## src/rtl/prt_vtb_pkg.sv

```systemverilog
// Shared definitions for the video parameter controller: local-bus register map,
// CTL/STATUS bit positions and the stream FSM state type.
package prt_vtb_pkg;

  localparam int unsigned LB_ADR_W = 16;
  localparam int unsigned LB_DAT_W = 32;

  localparam logic [LB_ADR_W-1:0] ADR_CTL    = 16'd0;
  localparam logic [LB_ADR_W-1:0] ADR_IG     = 16'd1;
  localparam logic [LB_ADR_W-1:0] ADR_OG     = 16'd2;
  localparam logic [LB_ADR_W-1:0] ADR_VPS    = 16'd3;
  localparam logic [LB_ADR_W-1:0] ADR_STATUS = 16'd4;

  localparam int unsigned CTL_SEL_LSB = 0;
  localparam int unsigned CTL_IDX_LSB = 8;
  localparam int unsigned CTL_AUTOINC = 16;
  localparam int unsigned CTL_COMMIT  = 17;
  localparam int unsigned CTL_EN      = 18;

  localparam int unsigned STS_PEND      = 0;
  localparam int unsigned STS_STREAMING = 1;
  localparam int unsigned STS_BANK      = 2;
  localparam int unsigned STS_IDX_LSB   = 8;

  typedef enum logic [1:0] {
    S_IDLE,
    S_STREAM,
    S_SWAP
  } vtb_state_e;

endpackage

```

## src/rtl/prt_dp_lb_if.sv

```systemverilog
// Local bus between a bus master and register slaves; the slave drives dout/vld.
interface prt_dp_lb_if;
  import prt_vtb_pkg::*;

  logic [LB_ADR_W-1:0] adr;
  logic                wr;
  logic                rd;
  logic [LB_DAT_W-1:0] din;
  logic [LB_DAT_W-1:0] dout;
  logic                vld;

  modport lb_in  (input adr, wr, rd, din, output dout, vld);
  modport lb_out (output adr, wr, rd, din, input dout, vld);
endinterface

```

## src/rtl/prt_vtb_vps_bank.sv

```systemverilog
// Double-buffered video parameter storage: the local bus sees the shadow bank,
// the stream port sees the active bank; swap only flips the bank id.
module prt_vtb_vps_bank
  import prt_vtb_pkg::*;
#(
  parameter int unsigned P_VPS_DEPTH = 16,
  parameter int unsigned P_VPS_WIDTH = 16,
  localparam int unsigned AW = $clog2(P_VPS_DEPTH)
) (
  input  logic                   clk,
  input  logic                   rst,
  input  logic                   lb_wr,
  input  logic [AW-1:0]          lb_idx,
  input  logic [P_VPS_WIDTH-1:0] lb_wdat,
  output logic [P_VPS_WIDTH-1:0] lb_rdat,
  input  logic [AW-1:0]          st_idx,
  output logic [P_VPS_WIDTH-1:0] st_dat,
  input  logic                   swap,
  output logic                   bank_id
);

  logic [P_VPS_WIDTH-1:0] mem0 [P_VPS_DEPTH];
  logic [P_VPS_WIDTH-1:0] mem1 [P_VPS_DEPTH];

  // Writes use the pre-swap bank id, so a write coinciding with a swap lands
  // in the bank that is about to become active.
  always_ff @(posedge clk) begin
    if (lb_wr) begin
      if (bank_id) mem0[lb_idx] <= lb_wdat;
      else         mem1[lb_idx] <= lb_wdat;
    end
  end

  always_ff @(posedge clk) begin
    if (rst)       bank_id <= 1'b0;
    else if (swap) bank_id <= ~bank_id;
  end

  assign lb_rdat = bank_id ? mem0[lb_idx] : mem1[lb_idx];
  assign st_dat  = bank_id ? mem1[st_idx] : mem0[st_idx];

endmodule

```

## src/rtl/prt_vtb_param_ctl.sv

```systemverilog
// Register block with ingress/outgress port windows and a double-buffered
// video parameter set streamed frame by frame over a valid/ready interface.
module prt_vtb_param_ctl
  import prt_vtb_pkg::*;
#(
  parameter int unsigned P_IG_PORTS  = 8,
  parameter int unsigned P_OG_PORTS  = 8,
  parameter int unsigned P_VPS_DEPTH = 16,
  parameter int unsigned P_VPS_WIDTH = 16
) (
  input  logic                           SYS_CLK_IN,
  input  logic                           SYS_RST_IN,
  prt_dp_lb_if.lb_in                     LB_IF,
  input  logic [P_IG_PORTS*32-1:0]       IG_IN,
  output logic [P_OG_PORTS*32-1:0]       OG_OUT,
  output logic [$clog2(P_VPS_DEPTH)-1:0] VPS_IDX_OUT,
  output logic [P_VPS_WIDTH-1:0]         VPS_DAT_OUT,
  output logic                           VPS_VLD_OUT,
  output logic                           VPS_LAST_OUT,
  input  logic                           VPS_RDY_IN
);

  localparam int unsigned AW = $clog2(P_VPS_DEPTH);
  localparam logic [AW-1:0] IDX_LAST = AW'(P_VPS_DEPTH - 1);

  logic [LB_ADR_W-1:0] adr_r;
  logic                wr_r;
  logic                rd_r;
  logic [LB_DAT_W-1:0] din_r;
  logic [LB_DAT_W-1:0] dout_q;
  logic                vld_q;
  logic [LB_DAT_W-1:0] rdata;

  logic [7:0]    sel_q;
  logic [AW-1:0] idx_q;
  logic          ainc_q;
  logic          en_q;
  logic          pend_q;

  logic [31:0] og_q [P_OG_PORTS];
  logic [31:0] ig_word;
  logic [31:0] og_word;

  vtb_state_e    state_q, state_d;
  logic [AW-1:0] st_idx_q, st_idx_d;
  logic          swap;

  logic                   vps_wr;
  logic                   vps_acc;
  logic [P_VPS_WIDTH-1:0] vps_rdat;
  logic [P_VPS_WIDTH-1:0] st_dat;
  logic                   bank_id;

  assign vps_wr  = wr_r && (adr_r == ADR_VPS);
  assign vps_acc = (wr_r || rd_r) && (adr_r == ADR_VPS);

  always_ff @(posedge SYS_CLK_IN) begin
    if (SYS_RST_IN) begin
      adr_r  <= '0;
      wr_r   <= 1'b0;
      rd_r   <= 1'b0;
      din_r  <= '0;
      dout_q <= '0;
      vld_q  <= 1'b0;
    end else begin
      adr_r  <= LB_IF.adr;
      wr_r   <= LB_IF.wr;
      rd_r   <= LB_IF.rd;
      din_r  <= LB_IF.din;
      vld_q  <= rd_r;
      dout_q <= rd_r ? rdata : '0;
    end
  end

  assign LB_IF.dout = dout_q;
  assign LB_IF.vld  = vld_q;

  always_ff @(posedge SYS_CLK_IN) begin
    if (SYS_RST_IN) begin
      sel_q  <= '0;
      idx_q  <= '0;
      ainc_q <= 1'b0;
      en_q   <= 1'b0;
    end else if (wr_r && (adr_r == ADR_CTL)) begin
      sel_q  <= din_r[CTL_SEL_LSB +: 8];
      idx_q  <= din_r[CTL_IDX_LSB +: AW];
      ainc_q <= din_r[CTL_AUTOINC];
      en_q   <= din_r[CTL_EN];
    end else if (vps_acc && ainc_q) begin
      idx_q <= idx_q + 1'b1;
    end
  end

  // A swap consumes the pending commit; a commit arriving with it adds nothing.
  always_ff @(posedge SYS_CLK_IN) begin
    if (SYS_RST_IN)                                        pend_q <= 1'b0;
    else if (swap)                                         pend_q <= 1'b0;
    else if (wr_r && (adr_r == ADR_CTL) && din_r[CTL_COMMIT]) pend_q <= 1'b1;
  end

  always_ff @(posedge SYS_CLK_IN) begin
    if (SYS_RST_IN) begin
      for (int unsigned i = 0; i < P_OG_PORTS; i++) og_q[i] <= '0;
    end else if (wr_r && (adr_r == ADR_OG)) begin
      for (int unsigned i = 0; i < P_OG_PORTS; i++) begin
        if (sel_q == 8'(i)) og_q[i] <= din_r;
      end
    end
  end

  for (genvar g = 0; g < P_OG_PORTS; g++) begin : g_og
    assign OG_OUT[g*32 +: 32] = og_q[g];
  end

  always_comb begin
    ig_word = '0;
    og_word = '0;
    for (int unsigned i = 0; i < P_IG_PORTS; i++) begin
      if (sel_q == 8'(i)) ig_word = IG_IN[i*32 +: 32];
    end
    for (int unsigned i = 0; i < P_OG_PORTS; i++) begin
      if (sel_q == 8'(i)) og_word = og_q[i];
    end
  end

  always_comb begin
    rdata = '0;
    case (adr_r)
      ADR_CTL: begin
        rdata[CTL_SEL_LSB +: 8] = sel_q;
        rdata[CTL_IDX_LSB +: 8] = 8'(idx_q);
        rdata[CTL_AUTOINC]      = ainc_q;
        rdata[CTL_EN]           = en_q;
      end
      ADR_IG:  rdata = ig_word;
      ADR_OG:  rdata = og_word;
      ADR_VPS: rdata = 32'(vps_rdat);
      ADR_STATUS: begin
        rdata[STS_PEND]         = pend_q;
        rdata[STS_STREAMING]    = (state_q == S_STREAM);
        rdata[STS_BANK]         = bank_id;
        rdata[STS_IDX_LSB +: 8] = 8'(st_idx_q);
      end
      default: rdata = '0;
    endcase
  end

  always_ff @(posedge SYS_CLK_IN) begin
    if (SYS_RST_IN) begin
      state_q  <= S_IDLE;
      st_idx_q <= '0;
    end else begin
      state_q  <= state_d;
      st_idx_q <= st_idx_d;
    end
  end

  always_comb begin
    state_d  = state_q;
    st_idx_d = st_idx_q;
    swap     = 1'b0;
    case (state_q)
      S_IDLE: begin
        st_idx_d = '0;
        if (pend_q)    state_d = S_SWAP;
        else if (en_q) state_d = S_STREAM;
      end
      S_STREAM: begin
        if (VPS_RDY_IN) begin
          if (st_idx_q == IDX_LAST) begin
            state_d  = S_SWAP;
            st_idx_d = '0;
          end else begin
            st_idx_d = st_idx_q + 1'b1;
          end
        end
      end
      S_SWAP: begin
        swap     = pend_q;
        st_idx_d = '0;
        state_d  = en_q ? S_STREAM : S_IDLE;
      end
      default: state_d = S_IDLE;
    endcase
  end

  assign VPS_VLD_OUT  = (state_q == S_STREAM);
  assign VPS_LAST_OUT = VPS_VLD_OUT && (st_idx_q == IDX_LAST);
  assign VPS_IDX_OUT  = st_idx_q;
  assign VPS_DAT_OUT  = VPS_VLD_OUT ? st_dat : '0;

  prt_vtb_vps_bank #(
    .P_VPS_DEPTH (P_VPS_DEPTH),
    .P_VPS_WIDTH (P_VPS_WIDTH)
  ) u_bank (
    .clk     (SYS_CLK_IN),
    .rst     (SYS_RST_IN),
    .lb_wr   (vps_wr),
    .lb_idx  (idx_q),
    .lb_wdat (din_r[P_VPS_WIDTH-1:0]),
    .lb_rdat (vps_rdat),
    .st_idx  (st_idx_q),
    .st_dat  (st_dat),
    .swap    (swap),
    .bank_id (bank_id)
  );

endmodule

```

## src/flat_wrapper.sv

```systemverilog
// flat-port wrapper written by rule: the top's interface ports become plain ports
module prt_vtb_param_ctl_flat import prt_vtb_pkg::*;
#(
  parameter int unsigned P_IG_PORTS  = 8,
  parameter int unsigned P_OG_PORTS  = 8,
  parameter int unsigned P_VPS_DEPTH = 16,
  parameter int unsigned P_VPS_WIDTH = 16
)
  (SYS_CLK_IN, SYS_RST_IN, IG_IN, OG_OUT, VPS_IDX_OUT, VPS_DAT_OUT, VPS_VLD_OUT, VPS_LAST_OUT, VPS_RDY_IN, LB_IF_adr, LB_IF_wr, LB_IF_rd, LB_IF_din, LB_IF_dout, LB_IF_vld);
  prt_dp_lb_if LB_IF_i ();
  input  logic SYS_CLK_IN;
  input  logic SYS_RST_IN;
  input  logic [P_IG_PORTS*32-1:0] IG_IN;
  output logic [P_OG_PORTS*32-1:0] OG_OUT;
  output logic [$clog2(P_VPS_DEPTH)-1:0] VPS_IDX_OUT;
  output logic [P_VPS_WIDTH-1:0] VPS_DAT_OUT;
  output logic VPS_VLD_OUT;
  output logic VPS_LAST_OUT;
  input  logic VPS_RDY_IN;
  input wire logic [$bits(LB_IF_i.adr)-1:0] LB_IF_adr;
  input wire logic [$bits(LB_IF_i.wr)-1:0] LB_IF_wr;
  input wire logic [$bits(LB_IF_i.rd)-1:0] LB_IF_rd;
  input wire logic [$bits(LB_IF_i.din)-1:0] LB_IF_din;
  output wire logic [$bits(LB_IF_i.dout)-1:0] LB_IF_dout;
  output wire logic [$bits(LB_IF_i.vld)-1:0] LB_IF_vld;
  assign LB_IF_i.adr = LB_IF_adr;
  assign LB_IF_i.wr = LB_IF_wr;
  assign LB_IF_i.rd = LB_IF_rd;
  assign LB_IF_i.din = LB_IF_din;
  assign LB_IF_dout = LB_IF_i.dout;
  assign LB_IF_vld = LB_IF_i.vld;
  prt_vtb_param_ctl #(.P_IG_PORTS(P_IG_PORTS), .P_OG_PORTS(P_OG_PORTS), .P_VPS_DEPTH(P_VPS_DEPTH), .P_VPS_WIDTH(P_VPS_WIDTH)) u_core (.SYS_CLK_IN(SYS_CLK_IN), .SYS_RST_IN(SYS_RST_IN), .LB_IF(LB_IF_i), .IG_IN(IG_IN), .OG_OUT(OG_OUT), .VPS_IDX_OUT(VPS_IDX_OUT), .VPS_DAT_OUT(VPS_DAT_OUT), .VPS_VLD_OUT(VPS_VLD_OUT), .VPS_LAST_OUT(VPS_LAST_OUT), .VPS_RDY_IN(VPS_RDY_IN));
endmodule
```

## config.mk

```make
export PLATFORM = sky130hd
export DESIGN_NAME = prt_vtb_param_ctl_flat
export DESIGN_NICKNAME = d
export VERILOG_FILES = /design/src/rtl/prt_vtb_pkg.sv /design/src/rtl/prt_dp_lb_if.sv /design/src/rtl/prt_vtb_vps_bank.sv /design/src/rtl/prt_vtb_param_ctl.sv /design/src/flat_wrapper.sv
export SDC_FILE = /design/constraint.sdc
export NUM_CORES = 1
export LEC_CHECK = 0
export BUFFER_PORTS_ARGS = -buffer_cell sky130_fd_sc_hd__buf_2
export CAP_MARGIN = 20
export CORE_ASPECT_RATIO = 1.5
export CORE_MARGIN = 2
export CORE_UTILIZATION = 25
export CTS_BUF_LIST = sky130_fd_sc_hd__clkbuf_2
export CTS_CLUSTER_SIZE = 20
export DETAILED_ROUTE_END_ITERATION = 7
export PLACE_DENSITY = 0.46
export SKIP_LAST_GASP = 1
export SLEW_MARGIN = 20
export SYNTH_ARGS = -nofsm -noshare
export SYNTH_HDL_FRONTEND = slang
export SYNTH_SLANG_ARGS = --single-unit
```

## constraint.sdc

```tcl
create_clock -name SYS_CLK_IN -period 9.47 [get_ports SYS_CLK_IN]
set_input_delay 1.4205 -clock SYS_CLK_IN [delete_from_list [all_inputs] [get_ports SYS_CLK_IN]]
set_output_delay 1.4205 -clock SYS_CLK_IN [all_outputs]
set_load 0.01 [all_outputs]
```

==> results.txt <==
The flow ran to the end, and the final reports show no timing, DRC or antenna violations. Counting stages on the worst path, the most repeated cell is sky130_fd_sc_hd__mux4_2. The clock tree synthesis step divided the H-tree into 4 levels. The largest total area in the synthesized netlist belongs to sky130_fd_sc_hd__edfxtp_1. Setup repair after global routing left no endpoint under its margin. The Yosys step of the flow raised 0 warnings.

Most instantiated flip-flop cell in the synthesis netlist: sky130_fd_sc_hd__edfxtp_1. The number of slew-limit violations in the final report is 0, and the combined global-route utilization of all metal layers is 22.6%. The max-cap violation count is 0, and the global-route wire length before repair is 255 mm.

After the first detailed-routing iteration, the DRC count stood at 2406. The data required time at the worst endpoint is 8.05 ns. Among all stages on the critical path, the largest delay is contributed by sky130_fd_sc_hd__dfxtp_4.

The end-of-flow core utilization came out at 30.5%. After detailed placement, the design holds a cell count of 5217. The ratio of final minimum period to clock period came out at 71.2%.

After the last flow step, the layout net total stands at 3731. Once layout is done, the placed cells without fillers occupy 49400 um^2. Floorplan die height: 498 um.

For the pin with the worst max-slew slack, the measured transition is 1.16 ns. The routed via count divided by cell count works out to 5.08. The pin count of the biggest net entering global routing was 95; the count of fill cells added during filler insertion was 16365. The final worst slack was 2.73 ns; the average wire per cell in the routed design was 33.6 um. The tools report the via count of the first global-routing pass as 30191.

The tools report the root buffer cell as sky130_fd_sc_hd__clkbuf_2. OpenSTA, run right after detailed placement, puts the worst setup slack at 4.25 ns. The share of total power dissipated in sequential elements is 58.3%.

In this run the power density over the cells is 150 nW/um^2. In the final layout, flip-flops and latches occupy 25400 um^2. In this run switching power makes up 27.2% of total power. The later pin in the worst-skew pair is clocked with a latency of 1.73 ns. STA classifies the critical path startpoint as a flip-flop. Following the worst setup path forward leads to its endpoint at VPS_DAT_OUT[5]. Summed over all cells, the static leakage comes to 16.9 nW. The number of routed nets with antenna violations was 0. Measured along the x axis, the die boundary spans 333 um.

Counting instances in the post-synthesis netlist gives the leading cell types as sky130_fd_sc_hd__edfxtp_1 (768), sky130_fd_sc_hd__mux4_2 (337), sky130_fd_sc_hd__nor2_1 (311), sky130_fd_sc_hd__nand2_1 (136), sky130_fd_sc_hd__mux2i_1 (122). Post-CTS repair changed the size of 0 cells. No sink is reached through more buffers than the 3 on the longest clock path.

The first detailed-routing pass ran for 6 iterations. The total via count after detailed routing was 28979. Area of the mapped netlist: 40700 um^2. The area of the multi-input gates is 14800 um^2. In the synthesized netlist the async set-or-reset flop fraction comes to 0%. Internal power of the cells: 5.41 mW. The run gives 2.02 mW as the reported net switching power. Adding up every negative setup slack in the final design gives 0 ns. Summing all placed instances gives a cell area of 46600 um^2. The flip-flop and latch count after synthesis was 881; the worst slew margin relative to its limit was 23.0%. The synthesized netlist cell count is 2617, and the initial antenna violation count is 28.

Worst-case reg-to-reg path depth: 6. After clock tree synthesis, the clock-pin slew on the worst setup and hold paths is 0.11 ns. The startpoint identified for the worst register-to-register timing path is u_core.adr_r[4]. Data arrives at the worst endpoint at 5.32 ns.

By area the synthesized netlist is led by sky130_fd_sc_hd__edfxtp_1 (57%), sky130_fd_sc_hd__mux4_2 (19%), sky130_fd_sc_hd__dfxtp_1 (5.6%), sky130_fd_sc_hd__mux2i_1 (3.0%), sky130_fd_sc_hd__nor2_1 (2.9%). The number of I/O port buffers is 619. The area growth from synthesis to layout is 21.4%. The combinational group share of total power is 5.5%, and the portion of synthesized cell area occupied by the leading cell type is 56.6%. The number of clock sinks seen by CTS is 881, and the die area is 166000 um^2. The post-synthesis average cell area came out at 15.6 um^2.

The count of flip-flops with a built-in enable after synthesis was 768; the post-layout minimum cycle time was 6.74 ns. The worst setup path is captured at an output port. The half-perimeter wire length after detailed placement was 134 mm.

TritonCTS built the clock tree. The worst hold path belongs to the class in2reg. The number of setup violations in the final report is 0, and the clock share of power is 36.2%. Of the cells placed in the final design, the portion with a size suffix greater than 1 is 41.0%. The number of hold violations in the final report is 0. VDD sags by at most 0.0854 mV. The tools report the capture point of the worst reg-to-reg path as u_core.og_q[1][40]. The run gives 191 mm as the routed wire length. The number of clock buffers inserted by TritonCTS came out at 222. The core area was 162000 um^2; the number of standard cells in the final layout excluding fillers was 5700.

Timing would allow up to 148 MHz. The worst setup slack for register-to-register paths is 4.83 ns, and the overall overflow remaining after global route is 0. The number of distinct library cells after synthesis is 68. The maximum single-stage delay on the critical path was 0.96 ns; the clock tree skew after final layout was 0.212 ns. The run gives 181 as the row count. The logs give 620 for the I/O pin count and 25.1% for the starting utilization of the core area. The share of the yosys chip area belonging to registers is 62.2%.

The maximum fanout count along the critical path was 43. The number of nets handed over by synthesis was 2931. Traced cell by cell, the critical path runs through buf_4 > mux4_2 > mux4_2 > mux2i_1 > nor2_1 > buf_2. The routability-driven placement congestion ratio came out at 0.862. In the routed design, unresolved DRC markers number 0. Most numerous cell in the Yosys netlist: sky130_fd_sc_hd__edfxtp_1. By startpoint and endpoint, the worst setup path is classified as reg2out.
flip-flops by register name, indices dropped and copies added, names as in the netlist, named ones only:
name	count
u_core.rd_r	1
u_core.state_q	2
u_core.u_bank.mem1	256
u_core.en_q	1
u_core.ainc_q	1
u_core.din_r	32
u_core.sel_q	8
u_core.VPS_IDX_OUT	4
u_core.u_bank.mem0	256
u_core.og_q	256
u_core.LB_IF.vld	1
u_core.LB_IF.dout	32
u_core.idx_q	4
u_core.adr_r	16
u_core.u_bank.bank_id	1
u_core.pend_q	1
u_core.wr_r	1
area by class of cell:
| cell class | instances | area share (%) |
|---|---|---|
| diodes | 15 | 0.0759 |
| inverters | 45 | 0.342 |
| flip-flops and latches | 881 | 51.3 |
| clock buffers | 309 | 3.13 |
| repair buffers | 769 | 8.99 |
| multi-input cells | 1498 | 29.9 |
| well taps | 2104 | 5.33 |
| clock inverters | 79 | 0.949 |
through the flow:
stage / total power, mW / hold WS, ns
2_1_floorplan: 4.52 / 0.432
3_3_place_gp: 4.81 / 0.457
3_5_place_dp: 4.81 / 0.463
4_1_cts: 7.52 / 0.000849
5_1_grt: 7.72 / 0.0537
6_report: 7.43 / 0.221
worst min path at each step:
stage	from	endpoint	slack, ns	cells past startpoint
floorplan	u_core.din_r[16]	u_core.ainc_q	0.43	2
global route	LB_IF_din[6]	u_core.din_r[6]	0.05	2
global placement	u_core.sel_q[3]	u_core.sel_q[3]	0.46	2
finish	LB_IF_din[6]	u_core.din_r[6]	0.22	2
detailed placement	u_core.sel_q[3]	u_core.sel_q[3]	0.46	2
CTS	IG_IN[255]	u_core.LB_IF.dout[31]	0.0008	5
power by group through the flow:
stage          clock network (mW)  logic [mW]  registers [mW]
2_1_floorplan                   0      0.0962            4.43
3_3_place_gp                    0       0.388            4.42
4_1_cts                      2.77       0.416            4.33
3_5_place_dp                    0       0.389            4.42
5_1_grt                      2.95       0.432            4.33
6_report                     2.69       0.409            4.33
logic make-up (layout without fill, tap and decap cells):
logic type,after synthesis,count (layout),share of synthesized area (%)
adders and majority gates,5,5,0.154
xor gates and xnor gates,3,3,0.0646
buffers and inverters,238,1202,2.33
DFF,881,881,62.2
muxes,491,491,22.5
AOI/OAI and AO/OA,315,315,4.97
and+or+nand+nor,684,684,7.74
other,0,15,0
cells in the final DEF (no fill, tap or decap), types with 8 or more instances in the layout:
master                          instances
sky130_fd_sc_hd__a31oi_1               16
sky130_fd_sc_hd__edfxtp_1             768
sky130_fd_sc_hd__dfxtp_4                8
sky130_fd_sc_hd__nor2b_1               67
sky130_fd_sc_hd__clkinv_2              10
sky130_fd_sc_hd__o21ai_0               73
sky130_fd_sc_hd__buf_4                 69
sky130_fd_sc_hd__dlygate4sd3_1         80
sky130_fd_sc_hd__nand2_1              134
sky130_fd_sc_hd__a21oi_1               73
sky130_fd_sc_hd__nand4_1                8
sky130_fd_sc_hd__a22oi_1               26
sky130_fd_sc_hd__o221ai_1               8
sky130_fd_sc_hd__inv_1                 44
sky130_fd_sc_hd__nor3_1                19
sky130_fd_sc_hd__clkinv_1              54
sky130_fd_sc_hd__nand3_1               38
sky130_fd_sc_hd__o211ai_1               8
sky130_fd_sc_hd__diode_2               15
sky130_fd_sc_hd__o22ai_1               32
sky130_fd_sc_hd__dfxtp_1              102
sky130_fd_sc_hd__nor2_1               278
sky130_fd_sc_hd__mux4_2               337
sky130_fd_sc_hd__or3_1                 11
sky130_fd_sc_hd__clkbuf_2             309
sky130_fd_sc_hd__nand2b_1              42
sky130_fd_sc_hd__mux2_2                32
sky130_fd_sc_hd__mux2i_1              122
sky130_fd_sc_hd__buf_2                618
sky130_fd_sc_hd__nor2_4                33
routing by layer:
layer / GRT usage (%) / routed length [um] / vias up
met4: 13.2 / 11900 / 14
met5: 0 / 98 / -
met1: 23.9 / 65800 / 14930
li1: - / - / 12110
met3: 5.03 / 13500 / 426
met2: 40.8 / 100000 / 1499
worst max-delay path, delay by kind of cell (launching register included):
kind | cells | cell delay (ns)
buf+inv | 2 | 0.90
flops | 1 | 0.96
mux | 3 | 1.66
simple gates | 1 | 0.13
timing repair:
item                                   CTS  global route
endpoints found under the hold margin   64             0
hold buffers                            80             0
setup buffers                            0             0
Note: power is estimated with default switching activity, not from simulation.
